### src/rtl/medidor_ultrassonico.sv
// medidor_ultrassonico: HC-SR04 trigger/echo timer producing distance in cm without a divider.
// Define MEDIDOR_MEDIA_EN to output the average of the last four results instead of the raw one.
module medidor_ultrassonico #(
   parameter int TICKS_US   = 50,
   parameter int TRIG_US    = 10,
   parameter int TIMEOUT_US = 30000,
   parameter int PERIOD_US  = 60000
) (
   input  logic       clk,
   input  logic       rst_n,
   input  logic       echo,
   output logic       trigger,
   output logic [7:0] distancia_cm,
   output logic       valido,
   output logic       erro,
   output logic       ocupado
);
   localparam int PW = $clog2(TICKS_US + 1);
   localparam int TW = $clog2(TIMEOUT_US + TRIG_US + 1);
   localparam int NW = $clog2(PERIOD_US + 1);
   localparam logic [PW-1:0] PRE_MAX  = PW'(TICKS_US - 1);
   localparam logic [TW-1:0] TRIG_MAX = TW'(TRIG_US - 1);
   localparam logic [TW-1:0] TOUT_MAX = TW'(TIMEOUT_US - 1);
   localparam logic [NW-1:0] PER_MAX  = NW'(PERIOD_US - 1);
   localparam logic [NW-1:0] PER_SAT  = NW'(PERIOD_US);

   typedef enum logic [2:0] {IDLE, TRIG, WAIT_ECHO, MEASURE, DONE} state_t;

   state_t          state_q, state_d;
   logic [2:0]      sync_q, sync_d;
   logic [PW-1:0]   presc_q, presc_d;
   logic [PW-1:0]   ppre_q, ppre_d;
   logic [NW-1:0]   per_q, per_d;
   logic [TW-1:0]   tmr_q, tmr_d;
   logic [5:0]      sub_q, sub_d;
   logic [7:0]      cm_q, cm_d;
   logic            trigger_q, trigger_d;
   logic            erro_q, erro_d;
   logic            us_tick, per_tick, rise, fall, start, fin, tout;
   logic [7:0]      res;
`ifdef MEDIDOR_MEDIA_EN
   logic [3:0][7:0] buf_q, buf_d;
   logic [9:0]      sum_q, sum_d;
`else
   logic [7:0]      dist_q, dist_d;
`endif

   assign rise = sync_q[1] & ~sync_q[2];
   assign fall = ~sync_q[1] & sync_q[2];

   always_comb begin
      sync_d    = {sync_q[1:0], echo};
      state_d   = state_q;
      trigger_d = trigger_q;
      us_tick   = presc_q == PRE_MAX;
      presc_d   = us_tick ? '0 : presc_q + PW'(1);
      tmr_d     = us_tick ? tmr_q + TW'(1) : tmr_q;
      per_tick  = ppre_q == PRE_MAX;
      ppre_d    = per_tick ? '0 : ppre_q + PW'(1);
      per_d     = (per_tick && per_q != PER_SAT) ? per_q + NW'(1) : per_q;
      sub_d     = sub_q;
      cm_d      = cm_q;
      fin       = 1'b0;
      tout      = 1'b0;
      start     = (state_q == TRIG && !trigger_q) ||
                  (state_q == IDLE && ((per_tick && per_q == PER_MAX) || per_q == PER_SAT));
      case (state_q)
         TRIG: begin
            if (trigger_q && us_tick && tmr_q == TRIG_MAX) begin
               trigger_d = 1'b0;
               tmr_d     = '0;
               state_d   = WAIT_ECHO;
            end
         end
         WAIT_ECHO: begin
            if (rise) begin
               state_d = MEASURE;
               presc_d = '0;
               sub_d   = '0;
               cm_d    = '0;
               tmr_d   = '0;
            end else if (us_tick && tmr_q == TOUT_MAX) begin
               state_d = DONE;
               fin     = 1'b1;
               tout    = 1'b1;
            end
         end
         MEASURE: begin
            // 58 us of round trip per cm; the tick in the fall cycle still counts
            if (us_tick) begin
               sub_d = (sub_q == 6'd57) ? 6'd0 : sub_q + 6'd1;
               cm_d  = (sub_q == 6'd57 && cm_q != 8'd255) ? cm_q + 8'd1 : cm_q;
            end
            if (fall) begin
               state_d = DONE;
               fin     = 1'b1;
            end else if (us_tick && tmr_q == TOUT_MAX) begin
               state_d = DONE;
               fin     = 1'b1;
               tout    = 1'b1;
            end
         end
         DONE:    state_d = IDLE;
         default: state_d = state_q;
      endcase
      // the period prescaler restarts with each trigger so measurements stay exactly PERIOD_US apart
      if (start) begin
         state_d   = TRIG;
         trigger_d = 1'b1;
         presc_d   = '0;
         tmr_d     = '0;
         ppre_d    = '0;
         per_d     = '0;
      end
      res    = tout ? 8'd255 : cm_d;
      erro_d = fin ? tout : erro_q;
`ifdef MEDIDOR_MEDIA_EN
      buf_d = fin ? {buf_q[2:0], res} : buf_q;
      sum_d = fin ? sum_q - {2'b00, buf_q[3]} + {2'b00, res} : sum_q;
`else
      dist_d = fin ? res : dist_q;
`endif
   end

   always_ff @(posedge clk) begin
      if (!rst_n) begin
         state_q   <= TRIG;
         sync_q    <= '0;
         presc_q   <= '0;
         ppre_q    <= '0;
         per_q     <= '0;
         tmr_q     <= '0;
         sub_q     <= '0;
         cm_q      <= '0;
         trigger_q <= 1'b0;
         erro_q    <= 1'b0;
`ifdef MEDIDOR_MEDIA_EN
         buf_q     <= '0;
         sum_q     <= '0;
`else
         dist_q    <= '0;
`endif
      end else begin
         state_q   <= state_d;
         sync_q    <= sync_d;
         presc_q   <= presc_d;
         ppre_q    <= ppre_d;
         per_q     <= per_d;
         tmr_q     <= tmr_d;
         sub_q     <= sub_d;
         cm_q      <= cm_d;
         trigger_q <= trigger_d;
         erro_q    <= erro_d;
`ifdef MEDIDOR_MEDIA_EN
         buf_q     <= buf_d;
         sum_q     <= sum_d;
`else
         dist_q    <= dist_d;
`endif
      end
   end

`ifdef MEDIDOR_MEDIA_EN
   assign distancia_cm = sum_q[9:2];
`else
   assign distancia_cm = dist_q;
`endif
   assign trigger = trigger_q;
   assign valido  = state_q == DONE;
   assign erro    = erro_q;
   assign ocupado = trigger_q || state_q == WAIT_ECHO || state_q == MEASURE;
endmodule

### config.mk
export PLATFORM = sky130hd
export DESIGN_NAME = medidor_ultrassonico
export DESIGN_NICKNAME = d
export VERILOG_FILES = /design/src/rtl/medidor_ultrassonico.sv
export SDC_FILE = /design/constraint.sdc
export NUM_CORES = 1
export LEC_CHECK = 0
export ABC_AREA = 1
export CAP_MARGIN = 30
export CORE_ASPECT_RATIO = 1.25
export CORE_MARGIN = 3
export CORE_UTILIZATION = 40
export DETAILED_ROUTE_END_ITERATION = 16
export PLACE_DENSITY = 0.68
export SYNTH_ARGS = -nofsm -noshare
export SYNTH_HDL_FRONTEND = slang
export SYNTH_SLANG_ARGS = --single-unit
### constraint.sdc
create_clock -name clk -period 2.05 [get_ports clk]
set_clock_uncertainty 0.1 [all_clocks]
set_input_delay 0.41 -clock clk [delete_from_list [all_inputs] [get_ports clk]]
set_output_delay 0.41 -clock clk [all_outputs]
set_load 0.03 [all_outputs]
==> summary.md, run 1 <==
| Metric | Value |
|---|---|
| Area of the mapped netlist | between 0.004 and 0.005 mm2 |
| Setup violations, final | 0 |
| Kind of critical path | flop to output port |
| Die H | 119 um |
| Syn. warnings | 0 |
| Critical Path, Cell by Cell | clkdlybuf4s50_1 |
| Clock buffer depth | 2 |
| Clock slew at reported path FFs | 0.06 ns |
| Total track usage | 0.164 |
| Syn Inst Count | 595 |
| WP data required | roughly 1.5 ns |
| Num CTS Buffers | 9 |
| RSZ-0062 raised after global routing | no |
| Max stage delay on crit path | roughly 0.70 ns |
| DR vias/cell | around 5.0 |
| Multi-input gate area | between 0.002 and 0.0025 mm2 |
| Max H-tree Level | 3 |
| Vias | roughly 3,700 |
| Yosys cell types | approximately 40 |
| Skew-Pair Late Insertion Delay | about 0.34 ns |
| Largest net degree at the start of global routing | 27 |
| Layout area overhead | 15.6% |
| CTS tree | done |
| Row count | 40 |
| Crit-path leading delay family | buffers and inverters |
| Syn Nets | roughly 610 |
| Seq cells post-synth | 73 |
| Crit path arrival time | 1.42 ns |
| Post-DRT Antenna Nets | 0 |
| Peak fanout along the critical path | 3 |
| Cell area after placement | 0.00438 mm2 |
| Critical Path Source Type | flop |
| Leak Pwr | around 1.9 nW |
| Vias in the first global route | 3,524 |
| Final hold viol count | 0 |
| Fmax achieved | between 500 and 600 MHz |
| Slowest-stage cell, CP | clkdlybuf4s50_1 |
| # fillers | approximately 1,000 |
| Sequential-to-total area share from yosys stat | 0.358 |
| Total core area | between 0.009 and 0.01 mm2 |
| GR Overflow Total | 0 |
| Peak VDD IR | between 0.3 and 0.4 mV |
| Tmin final | slightly below 2 ns |
| Final #Nets | ~640 |
| Drc violations | 0 |
| Post-DP HPWL | approximately 6.4 mm |
| Status | finished clean |
| Post-Route Setup TNS | 0 ns |
| Iter 0 DRT Violations | approximately 210 |
| Initial Util | 0.417 |
| Final-report max-slew violation count | 0 |
| Routed wire length | just under 9 mm |
| Fin util | 0.482 |
| GPL Wtd Cong | around 0.86 |
| Worst-margin pin slew | between 0.4 and 0.5 ns |
| PortBufs | 14 |
| Power Dens Cells | between 600 and 700 mW/mm2 |
| Root buf cell | clkbuf_16 |
| First-pass GRT wire length | about 15 mm |
| Routed length per placed instance | between 10 and 15 um |
| FF+latch area | 0.00146 mm2 |
| CP Capture Type | output port |
| N_diodes | 0 |
| Die footprint | between 0.01 and 0.015 mm2 |
| Tcrit/Tclk final | 0.939 |
| Slew margin rel. | 0.715 |
| Ports | 15 |
| Class of the worst hold path | flop to flop |
| Initial antenna violation count | 0 |
| Final Instance Area | between 0.004 and 0.005 mm2 |
| Max-cap violation count | 0 |
| First-pass DRT Iterations | 4 |
| WP buf/inv | 1 |
| Die width | 96.4 um |
| Share of cells above drive strength 1 | 0.0942 |
| Slack of the critical path | between 0.1 and 0.15 ns |
| Post-place setup slack | around 0.11 ns |
| Syn avg cell area | 6.87 um2 |
| Clock Sink Count | 73 |
-- where the power goes --
group | total, mW | internal, mW | switching (mW)
clock network | 1.69 | 1.06 | 0.622
logic | 0.0767 | 0.0239 | 0.0528
registers | 1.43 | 1.43 | 0.00677
-- worst paths after layout --
kind,from,end,slack [ns],depth (start not counted)
max,trigger,trigger,0.12,1
min,sync_q[0],sync_q[1],0.31,2
max reg2reg,presc_q[0],distancia_cm[0],0.17,9
min reg2reg,sync_q[0],sync_q[1],0.31,2
-- synthesized netlist by cell type --
library cell,number,area share
nor2_8,1,0.0049
nor3_4,2,0.0080
clkbuf_2,1,0.0012
a21oi_1,24,0.029
buf_2,3,0.0037
o21ai_1,5,0.0061
o211ai_1,1,0.0018
xor2_1,23,0.049
buf_4,2,0.0037
a31oi_1,1,0.0015
nor2_1,106,0.097
nor3b_2,1,0.0031
a211oi_1,1,0.0018
nand4_1,9,0.014
a22oi_1,1,0.0018
xnor2_1,9,0.019
a21boi_2,1,0.0028
clkinv_1,1,0.00092
nor2_2,4,0.0061
nor2_4,5,0.014
o311ai_0,1,0.0021
or2_0,1,0.0015
nand2_1,141,0.13
nand3_4,1,0.0043
o21ai_0,12,0.015
nor3b_1,1,0.0018
ha_1,11,0.034
and2_1,1,0.0015
nand3_2,3,0.0073
nand4_2,1,0.0031
nand3b_1,9,0.017
nor3_1,12,0.015
inv_2,4,0.0037
nor3_2,1,0.0024
dfxtp_1,73,0.36
nand2_2,4,0.0061
nand3_1,44,0.054
inv_1,69,0.063
buf_6,3,0.0083
inv_4,1,0.0015
o21ai_2,1,0.0021
-- area by class of cell --
class	count	area share
clock buffer	9	0.0476
sequential	73	0.309
tap	126	0.0334
clock inverter	7	0.0199
inverter	75	0.0601
multi-input combinational	439	0.487
timing repair buffer	23	0.0426
-- stage by stage --
step | power, mW | std cells | hold slack, ns
after floorplan | 1.52 | 595 | 0.290
after global placement | 1.54 | 734 | 0.305
after detailed placement | 1.54 | 734 | 0.302
after CTS | 3.23 | 750 | 0.316
after global routing | 3.29 | 752 | 0.349
final | 3.20 | 752 | 0.314
-- state kept, by name (all words and copies together), names as in the netlist --
register and cells:
presc_q 6, cm_q 8, erro 1, distancia_cm 8, ppre_q 6, tmr_q 15, sub_q 6, trigger 1
per_q 16, sync_q 3, state_q 3
-- layer usage --
layer  GRT usage  vias up  wire length, um
met3      0.0234       30              306
met5           0        -                0
met4       0.103        0              409
met2       0.283       81             4380
li1            -     1931                -
met1       0.183     1693             3760
-- worst register-to-register path, stage by stage (launching register included) --
cell,delay (ns)
dfxtp_1,0.37
ha_1,0.22
nand3_4,0.14
nor2_8,0.22
nand3_1,0.13
nand2_1,0.07
nand2_1,0.22
nand3b_1,0.18
nand2_1,0.06
nor2_1,0.10
-- logic make-up (layout without fill, tap and decap cells) --
group                      count (synthesis)  after routing  share of synthesized area
and+or+nand+nor                          347            348                      0.390
buffers and inverters                     84            114                     0.0863
DFF                                       73             73                      0.358
AOI/OAI and AO/OA                         48             48                     0.0643
xor gates and xnor gates                  32             32                     0.0686
adders and majority gates                 11             11                     0.0337
-- cell usage in the layout (no fill, tap or decap), drive strengths merged, types with 2 or more instances in the layout --
cell and n:
a21oi 24, buf 9, bufinv 2, clkbuf 10, clkdlybuf4s50 12, clkinv 3, clkinvlp 2, dfxtp 73
ha 11, inv 75, nand2 145, nand3 48, nand3b 9, nand4 10, nor2 117, nor3 15
nor3b 2, o21ai 18, xnor2 9, xor2 23
-- what timing repair did --
item / in CTS / in global routing
endpoints found under the setup margin: 2 / 44
gates resized for setup: 2 / 6
buffers inserted: 0 / 1
hold buffers: 0 / 0
pin swaps: 0 / 1
cloned: 0 / 1
Note: power is estimated with default switching activity, not from simulation.
==> inputs of run 2 (changes only) <==
--- a/config.mk
+++ b/config.mk
@@ -8,7 +8,6 @@
 export ABC_AREA = 1
 export CAP_MARGIN = 30
 export CORE_ASPECT_RATIO = 1.25
-export CORE_MARGIN = 3
 export CORE_UTILIZATION = 40
 export DETAILED_ROUTE_END_ITERATION = 16
 export PLACE_DENSITY = 0.68
==> run 2 against run 1 <==
- hold slack improved by 0.017 ns
- via count fell by 2.4%
- maximum frequency down 0.67%
- highest routed layer unchanged
- combinational power is 2% lower
==> summary.md, run 2 (same netlist as run 1, synthesis figures left out) <==
| Metric | Value |
|---|---|
| Met1 Wirelength | 3.86 mm (+2.6%) |
| Most frequent cells in the layout | nand2_1 (141), nor2_1 (106), dfxtp_1 (73) |
| Die H | 115 um (-3.4%) |
| Status | finished clean |
| Biggest regs | per_q x16, tmr_q x15 |
| Final Instance Area | 0.00477 mm2 (+0.98%) |
| Ports | 15 (unchanged) |
| Peak fanout along the critical path | 4 (+1) |
| Layout area overhead | 16.8% |
| Initial antenna violation count | 0 (unchanged) |
| Routed met2 length | 4.22 mm (-3.7%) |
| Total core area | 0.00976 mm2 (-0.51%) |
| GR Overflow Total | 0 (unchanged) |
| Met3 routed WL | 285 um (-6.9%) |
| Post-DP HPWL | 6.22 mm (-2.8%) |
| Tcrit/Tclk final | 0.946 (+0.00632) |
| Critical Path Source Type | flop |
| N_diodes | 0 (unchanged) |
| WP data required | 1.54 ns (about the same) |
| Power Dens Cells | 715 mW/mm2 (+5.8%) |
| Clock slew at reported path FFs | 0.06 ns (about the same) |
| Tmin final | 1.94 ns (+0.0130 ns) |
| Max H-tree Level | 3 (unchanged) |
| Drc violations | 0 (unchanged) |
| Max-cap violation count | 0 (unchanged) |
| Initial Util | 0.419 (+0.00214) |
| Kind of critical path | flop to output port |
| Crit path arrival time | 1.43 ns (about the same) |
| # fillers | 950 (-5.1%) |
| Final-report max-slew violation count | 0 (unchanged) |
| CTS hold repair buffers | 0 (unchanged) |
| GPL Wtd Cong | 0.852 (-0.91%) |
| Top Layer Used | met4 |
| Class of the worst hold path | flop to flop |
| Final hold viol count | 0 (unchanged) |
| Total track usage | 0.173 (+0.00931) |
| Vias | 3,644 (-2.4%) |
| Vias in the first global route | 3,577 (+1.5%) |
| Worst-margin pin slew | 0.385 ns (-0.0408 ns) |
| Row count | 40 (unchanged) |
| Fmax achieved | 516 MHz (-0.67%) |
| Slowest-stage cell, CP | clkdlybuf4s50_1 |
| Clock Sink Count | 73 (unchanged) |
| First-pass GRT wire length | 14.9 mm (-0.19%) |
| Iter 0 DRT Violations | 175 (-17%) |
| Die width | 92.4 um (-4.1%) |
| Top reg by flops | per_q |
| Commonest non-fill, non-tap cell in the layout | nand2_1 |
| CTS tree | done |
| PortBufs | 14 (unchanged) |
| WP buf/inv | 1 (unchanged) |
| Post-DRT Antenna Nets | 0 (unchanged) |
| Leak Pwr | 1.89 nW (+1.3%) |
| Share of cells above drive strength 1 | 0.0879 (-0.00639) |
| Setup violations, final | 0 (unchanged) |
| RSZ-0062 raised after global routing | no |
| Crit-path leading delay family | buffers and inverters |
| Slew margin rel. | 0.742 (+0.0273) |
| Post-Route Setup TNS | 0 ns (unchanged) |
| Routed wire length | 8.54 mm (-3.6%) |
| CP Capture Type | output port |
| Root buf cell | clkbuf_16 |
| Largest net degree at the start of global routing | 27 (unchanged) |
| Max stage delay on crit path | 0.70 ns (about the same) |
| Clock buffer depth | 2 (unchanged) |
| Final #Nets | 635 (unchanged) |
| Peak VDD IR | 0.480 mV (+34%) |
| Num CTS Buffers | 9 (unchanged) |
| Flip-flop count of the largest register after layout | 16 (unchanged) |
| Routed length per placed instance | 11.4 um (-3.6%) |
| Cell area after placement | 0.00436 mm2 (-0.34%) |
| Die footprint | 0.0106 mm2 (-7.4%) |
| Critical Path, Cell by Cell | clkdlybuf4s50_1 |
| Skew-Pair Late Insertion Delay | 0.34 ns (about the same) |
| First-pass DRT Iterations | 4 (unchanged) |
| Hold slack | 0.331 ns (+0.0174 ns) |
| DR vias/cell | 4.85 (-2.4%) |
## run 2: layout make-up
cell class / count / area (um2) / area share
Clock inverter: 6 / 130 / 0.0273
Tap cell: 126 / 158 / 0.0330
Multi-Input combinational cell: 439 / 2300 / 0.483
Clock buffer: 10 / 229 / 0.0480
Sequential cell: 73 / 1460 / 0.306
Timing Repair Buffer: 23 / 206 / 0.0433
Inverter: 75 / 284 / 0.0595
## run 2: per-layer routing
layer  GRT usage  vias to the layer above
met3      0.0384                       15
met2       0.316                       46
met1       0.188                     1649
met5           0                        -
met4      0.0833                        0
li1            -                     1934
## run 2: timing repair
action	CTS	global route
endpoints found under the setup margin	2	6
gates cloned	0	1
resized for setup	2	4
setup buffers	0	3
pin swaps	0	2
## run 2: path summary, 6_finish.rpt
kind | depth (start not counted) | endpoint | start | slack (ns)
worst max register to register | 9 | tmr_q[9] | presc_q[0] | 0.12
worst max-delay path | 1 | trigger | trigger | 0.11
worst min register to register | 2 | sync_q[1] | sync_q[0] | 0.33
worst min-delay path | 2 | sync_q[1] | sync_q[0] | 0.33
## run 2: stage by stage
| stage | utilization | worst slack [ns] | total power [mW] | instances |
|---|---|---|---|---|
| floorplan | - | 0.404 | 1.52 | 595 |
| global placement | 0.447 | 0.185 | 1.54 | 732 |
| detailed placement | 0.447 | 0.158 | 1.54 | 732 |
| CTS | 0.483 | 0.0789 | 3.44 | 748 |
| global route | 0.489 | 0.00370 | 3.52 | 752 |
| finish | 0.489 | 0.111 | 3.41 | 752 |
## run 2: power breakdown
part           switching, mW  internal, mW
combinational         0.0517        0.0238
sequential           0.00686          1.43
clock                  0.598          1.31
total                  0.657          2.76
## run 2: worst min-delay path: cells and delay by family (launching register included)
family,cells,cell delay (ns)
AND/OR/NAND/NOR,1,0.06
flip-flops,1,0.31
buffers and inverters,1,0.03
==> inputs of run 3 (changes only) <==
==> constraint.sdc (replaced) <==
create_clock -name clk -period 2.3 [get_ports clk]
set_clock_uncertainty 0.1 [all_clocks]
set_input_delay 0.46 -clock clk [delete_from_list [all_inputs] [get_ports clk]]
set_output_delay 0.46 -clock clk [all_outputs]
set_load 0.03 [all_outputs]
==> run 3 against run 2 <==
- register-to-register slack improved by 0.26 ns
- utilization is 1.5 points lower
- flip-flop and latch count did not move
- first-iteration DRC count shrank 29%
==> summary.md, run 3 (same netlist as run 1, synthesis figures left out) <==
| Metric | Value |
|---|---|
| Flip-flop count of the largest register after layout | 16 (unchanged) |
| Kind of critical path | flop to output port |
| Critical Path Source Type | flop |
| Drc violations | 0 (unchanged) |
| Crit path arrival time | 1.48 ns (+0.05 ns) |
| Final #Nets | 628 (-1.1%) |
| Max H-tree Level | 3 (unchanged) |
| Tcrit/Tclk final | 0.887 |
| Iter 0 DRT Violations | 125 (-29%) |
| Post-DRT Antenna Nets | 0 (unchanged) |
| Peak VDD IR | 0.314 mV (-35%) |
| Clock Sink Count | 73 (unchanged) |
| Tmin final | a little over 2 ns |
| Met3 routed WL | 245 um (-14%) |
| Largest net degree at the start of global routing | 27 (unchanged) |
| CTS tree | done |
| Share of cells above drive strength 1 | 0.0762 (-0.0117) |
| WP data required | 1.74 ns (+0.20 ns) |
| Routed wire length | 8.45 mm (-1.1%) |
| Clock buffer depth | 2 (unchanged) |
| Initial Util | 0.419 (unchanged) |
| Slew margin rel. | 0.716 (-0.0266) |
| Post-DP HPWL | 6.22 mm (about the same) |
| Setup bufs post-CTS | 0 (unchanged) |
| GPL Wtd Cong | 0.842 (-1.2%) |
| PortBufs | 14 (unchanged) |
| DR vias/cell | 4.84 (about the same) |
| Die H | 115 um (unchanged) |
| # fillers | 991 (+4.3%) |
| Critical Path, Cell by Cell | inv_1, nor2_4, inv_1, nand2_1, dlygate4sd2_1 |
| Post-Route Setup TNS | 0 ns (unchanged) |
| Ports | 15 (unchanged) |
| Fmax achieved | just under 500 MHz |
| Top Layer Used | met4 |
| Final hold viol count | 0 (unchanged) |
| Vias in the first global route | 3,414 (-4.6%) |
| N_diodes | 0 (unchanged) |
| Commonest non-fill, non-tap cell in the layout | nand2_1 |
| Total core area | 0.00976 mm2 (unchanged) |
| Leak Pwr | 1.84 nW (-2.5%) |
| Clock slew at reported path FFs | 0.05 ns (about the same) |
| First-pass GRT wire length | 15.0 mm (+0.74%) |
| GR Overflow Total | 0 (unchanged) |
| Biggest regs | per_q x16, tmr_q x15 |
| Vias | 3,599 (-1.2%) |
| RSZ-0062 raised after global routing | no |
| Final-report max-slew violation count | 0 (unchanged) |
| Die width | 92.4 um (unchanged) |
| Most frequent cells in the layout | nand2_1 (141), nor2_1 (106), dfxtp_1 (73) |
| Status | finished clean |
| Hold slack | 0.316 ns (-0.0150 ns) |
| Top reg by flops | per_q |
| Max stage delay on crit path | 0.40 ns (-0.30 ns) |
| Root buf cell | clkbuf_16 |
| Row count | 40 (unchanged) |
| Met1 Wirelength | 3.87 mm (+0.16%) |
| Class of the worst hold path | flop to flop |
| Max-cap violation count | 0 (unchanged) |
| Total track usage | 0.177 (+0.00403) |
| Layout area overhead | 13.1% |
| Power, Total | 2.71 mW (-21%) |
| Initial antenna violation count | 0 (unchanged) |
| CP Capture Type | output port |
| Num CTS Buffers | 9 (unchanged) |
| Power Dens Cells | 586 mW/mm2 (-18%) |
| Slowest-stage cell, CP | dlygate4sd2_1 |
| Routed length per placed instance | 11.4 um (about the same) |
| CTS hold repair buffers | 0 (unchanged) |
| Skew-Pair Late Insertion Delay | 0.34 ns (about the same) |
| Routed met2 length | 4.21 mm (-0.19%) |
| Peak fanout along the critical path | 5 (+1) |
| Die footprint | 0.0106 mm2 (unchanged) |
| Setup violations, final | 0 (unchanged) |
| Worst-margin pin slew | 0.423 ns (+0.0378 ns) |
| Crit-path most repeated cell | inv_1 |
| First-pass DRT Iterations | 4 (unchanged) |
## run 3: where the power goes
group	total (mW)	internal (mW)	leakage, nW	switching [mW]
combinational	0.0654	0.0199	1.11	0.0454
sequential	1.28	1.27	0.589	0.00634
clock	1.37	0.850	0.144	0.516
## run 3: final timing paths
kind / startpoint / end / slack [ns] / cells past startpoint
worst max-delay path: state_q[1] / ocupado / 0.26 / 5
worst max register to register: presc_q[0] / distancia_cm[5] / 0.38 / 9
worst min register to register: sync_q[0] / sync_q[1] / 0.32 / 2
worst min-delay path: sync_q[0] / sync_q[1] / 0.32 / 2
## run 3: routing by layer
metal | GRT usage | up-vias
met5 | 0 | -
met4 | 0.0708 | 0
met3 | 0.0417 | 12
met2 | 0.315 | 44
met1 | 0.204 | 1632
li1 | - | 1911
## run 3: layout make-up
cell class	count	area, um2	area share
inverters	75	284	0.0614
flip-flops and latches	73	1460	0.316
multi-input cells	438	2270	0.492
repair buffers	17	164	0.0354
well taps	126	158	0.0341
clock buffers	10	239	0.0517
clock inverters	4	45.0	0.00974
## run 3: through the flow
stage	instance area, um2	util	setup WS [ns]	std cells
2_1_floorplan	4090	-	0.654	595
3_3_place_gp	4340	0.445	0.373	729
3_5_place_dp	4340	0.445	0.363	729
4_1_cts	4620	0.474	0.00363	743
5_1_grt	4620	0.474	0.172	743
6_report	4620	0.474	0.261	743
## run 3: what timing repair did
action / CTS / global route
resized for setup: 1 / 1
setup endpoints to repair: 1 / 1
gates cloned: 0 / 0
## run 3: worst max-delay path: cells and delay by family (launching register included)
kind                   cells  cell delay [ns]
AND/OR/NAND/NOR            2             0.21
buffers and inverters      3             0.58
flip-flops                 1             0.37
